### src/rtl/uart_rx_os.sv
// Oversampling UART receiver: synchronised input, mid-bit sampling, framing error and line-break hold-off.
// Optional parity check is enabled by defining UART_RX_PARITY_EN (adds parity_err port and PARITY_ODD parameter).
module uart_rx_os #(
  parameter int DATA_BITS    = 8,
  parameter int CLKS_PER_BIT = 16,
  parameter int SYNC_STAGES  = 2
`ifdef UART_RX_PARITY_EN
  , parameter bit PARITY_ODD = 1'b0
`endif
) (
  input  logic                 clk,
  input  logic                 rst,
  input  logic                 d,
  output logic [DATA_BITS-1:0] dout,
  output logic                 done,
  output logic                 frame_err,
  output logic                 busy
`ifdef UART_RX_PARITY_EN
  , output logic               parity_err
`endif
);

  localparam int CNT_W  = $clog2(CLKS_PER_BIT);
  localparam int BIDX_W = $clog2(DATA_BITS);
  localparam logic [CNT_W-1:0]  CNT_LAST = CNT_W'(CLKS_PER_BIT - 1);
  localparam logic [CNT_W-1:0]  CNT_MID  = CNT_W'(CLKS_PER_BIT / 2 - 1);
  localparam logic [BIDX_W-1:0] BIDX_LAST = BIDX_W'(DATA_BITS - 1);

  typedef enum logic [2:0] {
    S_IDLE, S_START, S_DATA, S_STOP, S_BREAK
`ifdef UART_RX_PARITY_EN
    , S_PARITY
`endif
  } state_t;

  logic [SYNC_STAGES-1:0] sync_q, sync_d;
  state_t                 state_q, state_d;
  logic [CNT_W-1:0]       cnt_q, cnt_d;
  logic [BIDX_W-1:0]      bidx_q, bidx_d;
  logic [DATA_BITS-1:0]   shreg_q, shreg_d;
  logic [DATA_BITS-1:0]   dout_q, dout_d;
  logic                   done_q, done_d;
  logic                   ferr_q, ferr_d;
  logic                   ds;
`ifdef UART_RX_PARITY_EN
  logic                   pbad_q, pbad_d;
  logic                   perr_q, perr_d;
`endif

  always_comb begin
    sync_d  = {sync_q[SYNC_STAGES-2:0], d};
    ds      = sync_q[SYNC_STAGES-1];
    state_d = state_q;
    cnt_d   = cnt_q;
    bidx_d  = bidx_q;
    shreg_d = shreg_q;
    dout_d  = dout_q;
    done_d  = 1'b0;
    ferr_d  = ferr_q;
`ifdef UART_RX_PARITY_EN
    pbad_d  = pbad_q;
    perr_d  = perr_q;
`endif
    case (state_q)
      S_IDLE: begin
        cnt_d = '0;
        if (!ds) state_d = S_START;
      end
      S_START: begin
        if (cnt_q == CNT_MID) begin
          cnt_d   = '0;
          bidx_d  = '0;
          state_d = ds ? S_IDLE : S_DATA;
        end else begin
          cnt_d = cnt_q + CNT_W'(1);
        end
      end
      S_DATA: begin
        if (cnt_q == CNT_LAST) begin
          // Right shift: the first bit received ends up in bit 0.
          shreg_d = {ds, shreg_q[DATA_BITS-1:1]};
          cnt_d   = '0;
          if (bidx_q == BIDX_LAST) begin
`ifdef UART_RX_PARITY_EN
            state_d = S_PARITY;
`else
            state_d = S_STOP;
`endif
          end else begin
            bidx_d = bidx_q + BIDX_W'(1);
          end
        end else begin
          cnt_d = cnt_q + CNT_W'(1);
        end
      end
`ifdef UART_RX_PARITY_EN
      S_PARITY: begin
        if (cnt_q == CNT_LAST) begin
          pbad_d  = ((^shreg_q) ^ ds) != PARITY_ODD;
          cnt_d   = '0;
          state_d = S_STOP;
        end else begin
          cnt_d = cnt_q + CNT_W'(1);
        end
      end
`endif
      S_STOP: begin
        if (cnt_q == CNT_LAST) begin
          dout_d  = shreg_q;
          ferr_d  = ~ds;
          done_d  = 1'b1;
          cnt_d   = '0;
`ifdef UART_RX_PARITY_EN
          perr_d  = pbad_q;
`endif
          // A low stop bit may be a break; wait for the line to go idle before re-arming.
          state_d = ds ? S_IDLE : S_BREAK;
        end else begin
          cnt_d = cnt_q + CNT_W'(1);
        end
      end
      S_BREAK: begin
        if (ds) state_d = S_IDLE;
      end
      default: state_d = S_IDLE;
    endcase
  end

  always_ff @(posedge clk or negedge rst) begin
    if (!rst) begin
      sync_q  <= '1;
      state_q <= S_IDLE;
      cnt_q   <= '0;
      bidx_q  <= '0;
      shreg_q <= '0;
      dout_q  <= '0;
      done_q  <= 1'b0;
      ferr_q  <= 1'b0;
`ifdef UART_RX_PARITY_EN
      pbad_q  <= 1'b0;
      perr_q  <= 1'b0;
`endif
    end else begin
      sync_q  <= sync_d;
      state_q <= state_d;
      cnt_q   <= cnt_d;
      bidx_q  <= bidx_d;
      shreg_q <= shreg_d;
      dout_q  <= dout_d;
      done_q  <= done_d;
      ferr_q  <= ferr_d;
`ifdef UART_RX_PARITY_EN
      pbad_q  <= pbad_d;
      perr_q  <= perr_d;
`endif
    end
  end

  assign dout      = dout_q;
  assign done      = done_q;
  assign frame_err = ferr_q;
  assign busy      = (state_q != S_IDLE);
`ifdef UART_RX_PARITY_EN
  assign parity_err = perr_q;
`endif

endmodule

### config.mk
export PLATFORM = sky130hd
export DESIGN_NAME = uart_rx_os
export DESIGN_NICKNAME = d
export VERILOG_FILES = /design/src/rtl/uart_rx_os.sv
export SDC_FILE = /design/constraint.sdc
export NUM_CORES = 1
export LEC_CHECK = 0
export ABC_AREA = 1
export CAP_MARGIN = 25
export CORE_UTILIZATION = 35
export CTS_BUF_LIST = sky130_fd_sc_hd__clkbuf_8
export DETAILED_ROUTE_END_ITERATION = 7
export PLACE_DENSITY = 0.58
export SLEW_MARGIN = 20
export SYNTH_ARGS = -nofsm -noshare
export SYNTH_HDL_FRONTEND = slang
export SYNTH_SLANG_ARGS = --single-unit
export TNS_END_PERCENT = 50
### constraint.sdc
create_clock -name clk -period 1.4 [get_ports clk]
set_input_delay 0.35 -clock clk [delete_from_list [all_inputs] [get_ports clk]]
set_output_delay 0.35 -clock clk [all_outputs]
set_load 0.03 [all_outputs]
Word-level counts from Yosys, hierarchy flattened
Index checks and enable logic that the tools add are counted.
{"block": "totals", "out_inout_bits": 11, "register_bits": 30, "inputBits": 3, "elab_cells": 52}
{"block": "classes", "muxes": 18, "bitwise": 1, "n_eq_ne": 14, "n_reduce_logical": 9, "add_sub_neg": 2}
{"cell": "$mux W3", "n": 10}
{"cell": "$pmux W3 S5", "n": 1}
{"cell": "$ne A2 B2 Y1 const B", "n": 7}
{"cell": "$pmux W4 S3", "n": 1}
{"cell": "$mux W4", "n": 2}
{"cell": "$eq A3 B2 Y1 const B", "n": 2}
{"cell": "$eq A3 B3 Y1 const B", "n": 2}
{"cell": "$pmux W3 S2", "n": 1}
{"cell": "$reduce_and A6 Y1", "n": 1}
{"cell": "$reduce_bool A3 Y1", "n": 2}
{"cell": "$add A4 B1 Y4 const B", "n": 1}
{"cell": "$eq A4 B3 Y1 const B", "n": 1}
{"cell": "$eq A4 B4 Y1 const B", "n": 1}
{"cell": "$reduce_and A2 Y1", "n": 2}
{"cell": "$reduce_and A4 Y1", "n": 1}
{"cell": "$add A3 B1 Y3 const B", "n": 1}
{"cell": "$eq A3 B1 Y1 const B", "n": 1}
{"cell": "$logic_not A3 Y1", "n": 1}
{"cell": "$mux W1", "n": 2}
{"cell": "$mux W2", "n": 1}
{"cell": "$reduce_bool A2 Y1", "n": 1}
{"cell": "$reduce_or A2 Y1", "n": 1}
{"cell": "$not A1 Y1", "n": 1}

Logic depth before layout (Yosys ltp)
Gate-level depths: netlist (run 1).
{"block": "depth", "word_depth": 4, "ltp_mapped": 9, "depth_no_buf": 9}

Worst setup path before layout (run 1)
Ideal clock, no wire load.
{"block": "synth_path", "path_type": "register to register", "start": "reg state_q[1]", "end": "reg state_q[0]", "path_stages_with_launch": 9, "synth_period_minus_slack_ps": 1311, "arrival_time_ps": 1194, "setup_slack_ps": 89, "setup_ps": 117, "path_buffers": 1, "t_required_ps": 1283, "path_cell_list": "dfrtp_1 -> buf_2 -> inv_2 -> nand2_1 -> nor2_1 -> nor2_1 -> nand2_1 -> nand2_1 -> nand2_1"}
{"block": "synth_via", "elab_chain_cells": 3, "elab_cells_between_ends": 13, "classes_between": "eq/ne: 10; mux: 1; reduce/logical: 2"}
{"element": "start: declaration", "line": "37", "source": "state_t state_q, state_d;"}
{"element": "start signal: assignment", "line": "145", "source": "state_q <= state_d;"}
{"element": "$eq A3 B2 Y1, or another cell as far along", "line": "64", "source": "case (state_q)"}
{"element": "$ne A2 B2 Y1 (no line)"}
{"element": "$reduce_and A6 Y1 (no line)"}
Parallel ways exist; a longest one is shown, timed or not.
A chain may end at the register's enable or synchronous reset.

Worst setup path in the final report (run 1)
{"block": "layout_path", "start": "reg state_q[2]", "end": "out busy"}
{"block": "layout_via", "elab_chain_cells": 1}
{"element": "$reduce_bool A3 Y1", "line": "162", "source": "assign busy = (state_q != S_IDLE);"}
{"element": "end: declaration", "line": "17", "source": "output logic busy"}
Every way passes these cells.

==> results.yml, run 1 <==
setup_path:
  worstPathCellList: "nor2_4 -> nand2_2 -> buf_6"
  rr_endpoint: "bidx_q[1]"
  end_kind: "primary output"
  crit_type: "reg2out"
  start_kind: "flip-flop"
  worst_path_max_delay_cell: "dfrtp_2"
  r2r_start: "bidx_q[0]"
  worst-r2r-cell-count: 8
  max_stage_delay_ns: 0.45
  crit_buf_inv: 1
  crit_required_ns: 1.05
  path_delay_family: "flip-flops"
  crit_arrival_ns: 1.12
  r2r_slack_ns: 0.06
  path_max_fanout: 5
  cp-startpoint: "state_q[2]"
worst_hold_path:
  worstHoldPathCells: 0
  hp-start: "sync_q[0]"
  hold_path_end: "sync_q[1]"
  hold_class: "reg2reg"
global_route:
  grtUsageMet3_pct: 4.11
  use_met2_pct: 21.8
  top_usage_layer: "met2"
  grt_max_degree: 31
  track_usage_pct: 14.7
  antenna_found_initial: 0
  overflow: 0
  grt_use_met1_pct: 18.0
  grt_pass1_vias: 1036
  grt_pass1_wl_mm: 4.53
synth:
  ys_warn_count: 0
  synthDistinctLibCells: 23
  ys_async_sr_fraction_pct: 100
  ys.flop_type: "dfrtp_1"
  synth-seq-cells: 30
  seq_area_frac_synth_pct: 55.7
  synth_top_cell_by_area: "dfrtp_1"
  synth-edff-count: 0
  ys_top_cells_by_area: "dfrtp_1, nand2_1, o21ai_2"
  synth.top_cell.area_share_pct: 51.8
  synth_area_per_cell_um2: 9.59
  syn-cell-area_mm2: 0.00135
  syn_nets: 147
  syn_inst: 141
finish:
  antenna_cells: 0
  seqCellArea_um2: 757
  final_nets: 179
  multi_input_area_um2: 559
  area_delta_synth_final_pct: 29.9
  final.fill_count: 368
  drive_gt1_share_pct: 32.4
  post-route-util_pct: 47.6
cts:
  cts_max_level: 2
  cts_max_path_buffers: 2
  ctsHoldBuffers: 0
  path_clk_slew_ns: 0.07
  cts_sinks: 30
  cts_tree: "yes"
  cts_root_buffer: "clkbuf_8"
  insertion_delay_ns: 0.29
  cts_buffers: 5
drt:
  vias: 1003
  wl_mm: 2.46
  drcViolationCount: 0
  drt_iter0_drc: 47
  viasPerCell: 4.54
  detail_route.wl_per_cell_um: 11.1
  ant_nets: 0
  drtPass1Iterations: 4
run_status:
  status: "finished, violations left"
  failed_checks: "setup timing"
sta:
  worst_slack_ns: -0.0749
  fin_crit_sh_pct: 105
  rsz0062_at_grt: "true"
  worstMarginPinSlew_ns: 0.306
  period_needed_ns: 1.47
  fin_setup_tns_ns: -0.0749
  finalHoldViolCount: 0
  clock.fmax_mhz: 678
  slew_headroom_pct: 79.7
  fin_worst_skew_ns: 0.00844
  setup_viol: 1
  drv_slew: 0
placement:
  place_congestion: 0.759
  io_buffers: 13
  place_ws_ns: -0.0465
  dp_hpwl_mm: 1.67
power:
  max-vdd-ir-drop_mv: 0.542
  powerDensity_mw_per_mm2: 1450
  p_leak_nw: 0.823
  power_mw: 2.55
die:
  start_util_pct: 36.7
  fp.dieH_um: 64.2
  core.rowCount: 22
  core_area_mm2: 0.00369
  dieArea_mm2: 0.00412
  dieWidth_um: 64.2
  io_pins: 14
job:
  drv_cap: 0
sequential cells by signal (all words and copies together) (netlist names):
signal / count
dout: 8
shreg_q: 8
cnt_q: 4
bidx_q: 3
state_q: 3
sync_q: 2
done: 1
frame_err: 1
stage by stage:
step / hold slack (ns) / std cells / instance area, um^2
finish: 0.358 / 221 / 1760
global route: 0.367 / 221 / 1760
CTS: 0.358 / 214 / 1670
detailed placement: 0.349 / 207 / 1590
global placement: 0.346 / 207 / 1590
floorplan: 0.0544 / 141 / 1350
cells by family (layout without fill, tap and decap cells):
logic type      after synthesis  after routing  share of synthesized area, %
buf+inv                      18             50                          5.74
fa+ha+maj                     3              3                          2.78
xor+xnor                      1              1                         0.648
simple gates                 63             63                          22.7
flops                        30             30                          55.7
compound gates               26             26                          12.5
cell usage after synthesis (2+ instances only):
library cell and n:
nor2_4 2, dfrtp_1 28, ha_1 3, o21ai_1 3, buf_2 2, nand2_1 35
inv_2 3, nand3_1 11, inv_1 12, nor2_1 8, o21ai_2 10, nand2_2 2
dfstp_2 2, o21ai_0 11
what timing repair did:
item	CTS	global route
setup buffers	0	7
pin swaps	2	3
resized for setup	15	18
cloned	0	0
setup endpoints to repair	15	31
cell type report:
type,instances,area share (%)
inverters,15,3.35
clock buffers,5,3.92
well taps,48,3.42
clock inverters,2,0.570
multi-input cells,93,31.8
repair buffers,28,13.8
flip-flops and latches,30,43.1
layout by cell type (no fill, tap or decap), types with 2 or more instances in the layout:
cell and n:
nor2_4 3, o21ai_1 3, dfrtp_2 3, ha_1 2, nand2_1 33, inv_1 12, dfrtp_1 25, nor2_1 7
dfstp_2 2, nand3_4 2, nand3_1 10, buf_4 15, o21ai_0 11, clkdlybuf4s50_1 2, clkinv_2 2, o21ai_2 10
clkdlybuf4s15_1 6, inv_2 2, nand2_2 4, clkbuf_2 2, clkbuf_8 5
how the worst max path moves through the flow:
stage	endpoint	slack, ns	cells past startpoint
floorplan	state_q[0]	0.09	8
global placement	bidx_q[1]	-0.005	8
detailed placement	bidx_q[2]	-0.05	8
CTS	busy	-0.15	3
global route	busy	-0.11	3
finish	busy	-0.07	3
report_power, final:
part           internal, mW  total, mW  switching, mW
Combinational         0.354      0.827          0.473
Sequential            0.960       1.07          0.110
Clock                 0.332      0.651          0.318
layer usage:
| layer | vias up | routed length (um) |
|---|---|---|
| met5 | - | 0 |
| met4 | 0 | 62 |
| met3 | 7 | 112 |
| met2 | 15 | 1100 |
| met1 | 462 | 1190 |
| li1 | 519 | - |
No activity file was read; power rests on OpenSTA's default activity.
==> run 2: changes to the inputs <==
clock period = 1.9 ns   (was 1.4 ns; I/O delays follow)
==> run 2 against run 1 <==
Effect of this change: the flow now finishes without violations; critical endpoint unchanged; design area decreased by 7.5%; combinational power fell by 45%; sequential share of layout area grew 3.3 points; total power is 32% lower; clock skew down 0.0021 ns; flip-flop and latch count is the same; via count decreased by 0.70%; die area is the same; sequential power shrank 27%; clock power decreased by 25%; final cell count is 5.9% lower.
==> results.yml, run 2 (synthesis results as in run 1) <==
cts:
  postCtsSetupRepairBufs: 0
  path_clk_slew_ns: 0.06
  cts_root_buffer: "clkbuf_8"
  cts_max_path_buffers: 2
  cts_max_level: 2
  cts_sinks: 30
  ctsHoldBuffers: 0
  cts_buffers: 5
  cts_tree: "yes"
  cts_resized: 1
  insertion_delay_ns: 0.27
setup_path:
  crit_end: "busy"
  crit_type: "reg2out"
  rr_endpoint: "dout[6]"
  worstPathCellList: "nor2_4 -> nand2_1 -> dlygate4sd2_1"
  worst_path_max_delay_cell: "dfrtp_1"
  crit_arrival_ns: 1.33
  r2r_slack_ns: 0.41
  path_delay_family: "flip-flops"
  crit_buf_inv: 1
  r2r_start: "cnt_q[0]"
  worst-r2r-cell-count: 6
  cp-startpoint: "state_q[2]"
  path_max_fanout: 5
  cp.depth: 3
  end_kind: "primary output"
  crit_required_ns: 1.42
  start_kind: "flip-flop"
  max_stage_delay_ns: 0.46
finish:
  drive_gt1_share_pct: 19.4
  area_delta_synth_final_pct: 20.2
  antenna_cells: 0
  final_nets: 167
  most-common-layout-cells: "nand2_1, dfrtp_1, inv_1, clkdlybuf4s50_1"
  final_common_cell: "nand2_1"
  final.fill_count: 372
  stdcell_area_mm2: 0.00163
  final_cells: 208
placement:
  dp_hpwl_mm: 1.62
  place_ws_ns: 0.152
  placedCellCount: 202
  place_congestion: 0.847
  place_area_mm2: 0.00154
  io_buffers: 13
sta:
  finalHoldViolCount: 0
  worst_slack_ns: 0.0958
  worstMarginPinSlew_ns: 0.400
  setup_viol: 0
  fin_worst_skew_ns: 0.00638
  period_needed_ns: 1.80
  fin_setup_tns_ns: 0
  rsz0062_at_grt: "false"
  fin_crit_sh_pct: 95.0
  clock.fmax_mhz: 554
  drv_slew: 0
  slew_headroom_pct: 73.3
power:
  p_leak_nw: 0.738
  powerDensity_mw_per_mm2: 1060
  p_comb_share_pct: 26.6
  power.switching_mw: 0.578
  max-vdd-ir-drop_mv: 0.461
  p_seq_share_pct: 45.1
  internal-power_mw: 1.14
  p_clk_share_pct: 28.4
  sw_frac_of_total_pct: 33.6
global_route:
  grt_max_degree: 31
  overflow: 0
  grt_pass1_vias: 995
  antenna_found_initial: 0
  track_usage_pct: 13.8
  grt_pass1_wl_mm: 4.28
run_status:
  status: "finished clean"
drt:
  wl_mm: 2.36
  ant_nets: 0
  drtPass1Iterations: 4
  vias: 996
  drcViolationCount: 0
  viasPerCell: 4.79
  drt_iter0_drc: 56
  detail_route.wl_per_cell_um: 11.3
die:
  fp.dieH_um: 64.2
  io_pins: 14
  start_util_pct: 36.7
  dieArea_mm2: 0.00412
  core.rowCount: 22
  dieWidth_um: 64.2
  core_area_mm2: 0.00369
worst_hold_path:
  hold_class: "reg2reg"
job:
  drv_cap: 0
## run 2: cell count changes in the layout (fill, tap and decap cells not counted), moves of 2 or more
cell | before | now
clkdlybuf4s15_1 | 6 | 0
dfrtp_1 | 25 | 28
nand2_2 | 4 | 2
nand2_1 | 33 | 35
dfrtp_2 | 3 | 0
buf_4 | 15 | 3
clkinv_2 | 2 | 0
clkbuf_2 | 2 | 0
clkdlybuf4s50_1 | 2 | 12
## run 2: how the worst min path moves through the flow
stage                          from        end  slack [ns]  cells past startpoint
after global placement    sync_q[0]  sync_q[1]        0.35                      0
after detailed placement  sync_q[0]  sync_q[1]        0.35                      0
after global routing      sync_q[0]  sync_q[1]        0.37                      0
after floorplan                 rst  bidx_q[0]        0.18                      0
final                     sync_q[0]  sync_q[1]        0.36                      0
after CTS                 sync_q[0]  sync_q[1]        0.36                      0
## run 2: layer usage
metal / GRT usage [%] / routed length (um) / vias up
met5: 0 / 0 / -
met4: 7.50 / 58 / 0
met3: 3.75 / 87 / 8
met2: 21.8 / 1090 / 22
met1: 17.0 / 1120 / 477
li1: - / - / 489
## run 2: worst register-to-register path, delay by kind of cell (launching register included)
family                     cells  cell delay (ns)
buffers and inverters          1             0.20
and+or+nand+nor                3             0.43
adders and majority gates      1             0.29
DFF                            1             0.40
AOI/OAI and AO/OA              1             0.06
## run 2: cell type report
class / instances / area [um^2] / share of cell area (%)
flip-flops and latches: 30 / 753 / 46.3
inverters: 15 / 56.3 / 3.46
multi-input cells: 93 / 522 / 32.1
well taps: 48 / 60.1 / 3.70
repair buffers: 16 / 151 / 9.31
clock buffers: 6 / 82.6 / 5.08
## run 2: stage by stage
step	util (%)	total power [mW]	hold slack, ns
after floorplan	-	1.11	0.179
after global placement	41.9	1.24	0.347
after detailed placement	41.9	1.25	0.352
after CTS	44.1	1.75	0.360
after global routing	44.1	1.84	0.365
final	44.1	1.72	0.358
## run 2: power by group through the flow
stage                     sequential, mW  clock (mW)  combinational, mW
after CTS                          0.775       0.511              0.462
after global placement             0.782           0              0.453
after global routing               0.786       0.541              0.517
final                              0.776       0.488              0.458
after detailed placement           0.786           0              0.469
after floorplan                    0.769           0              0.339
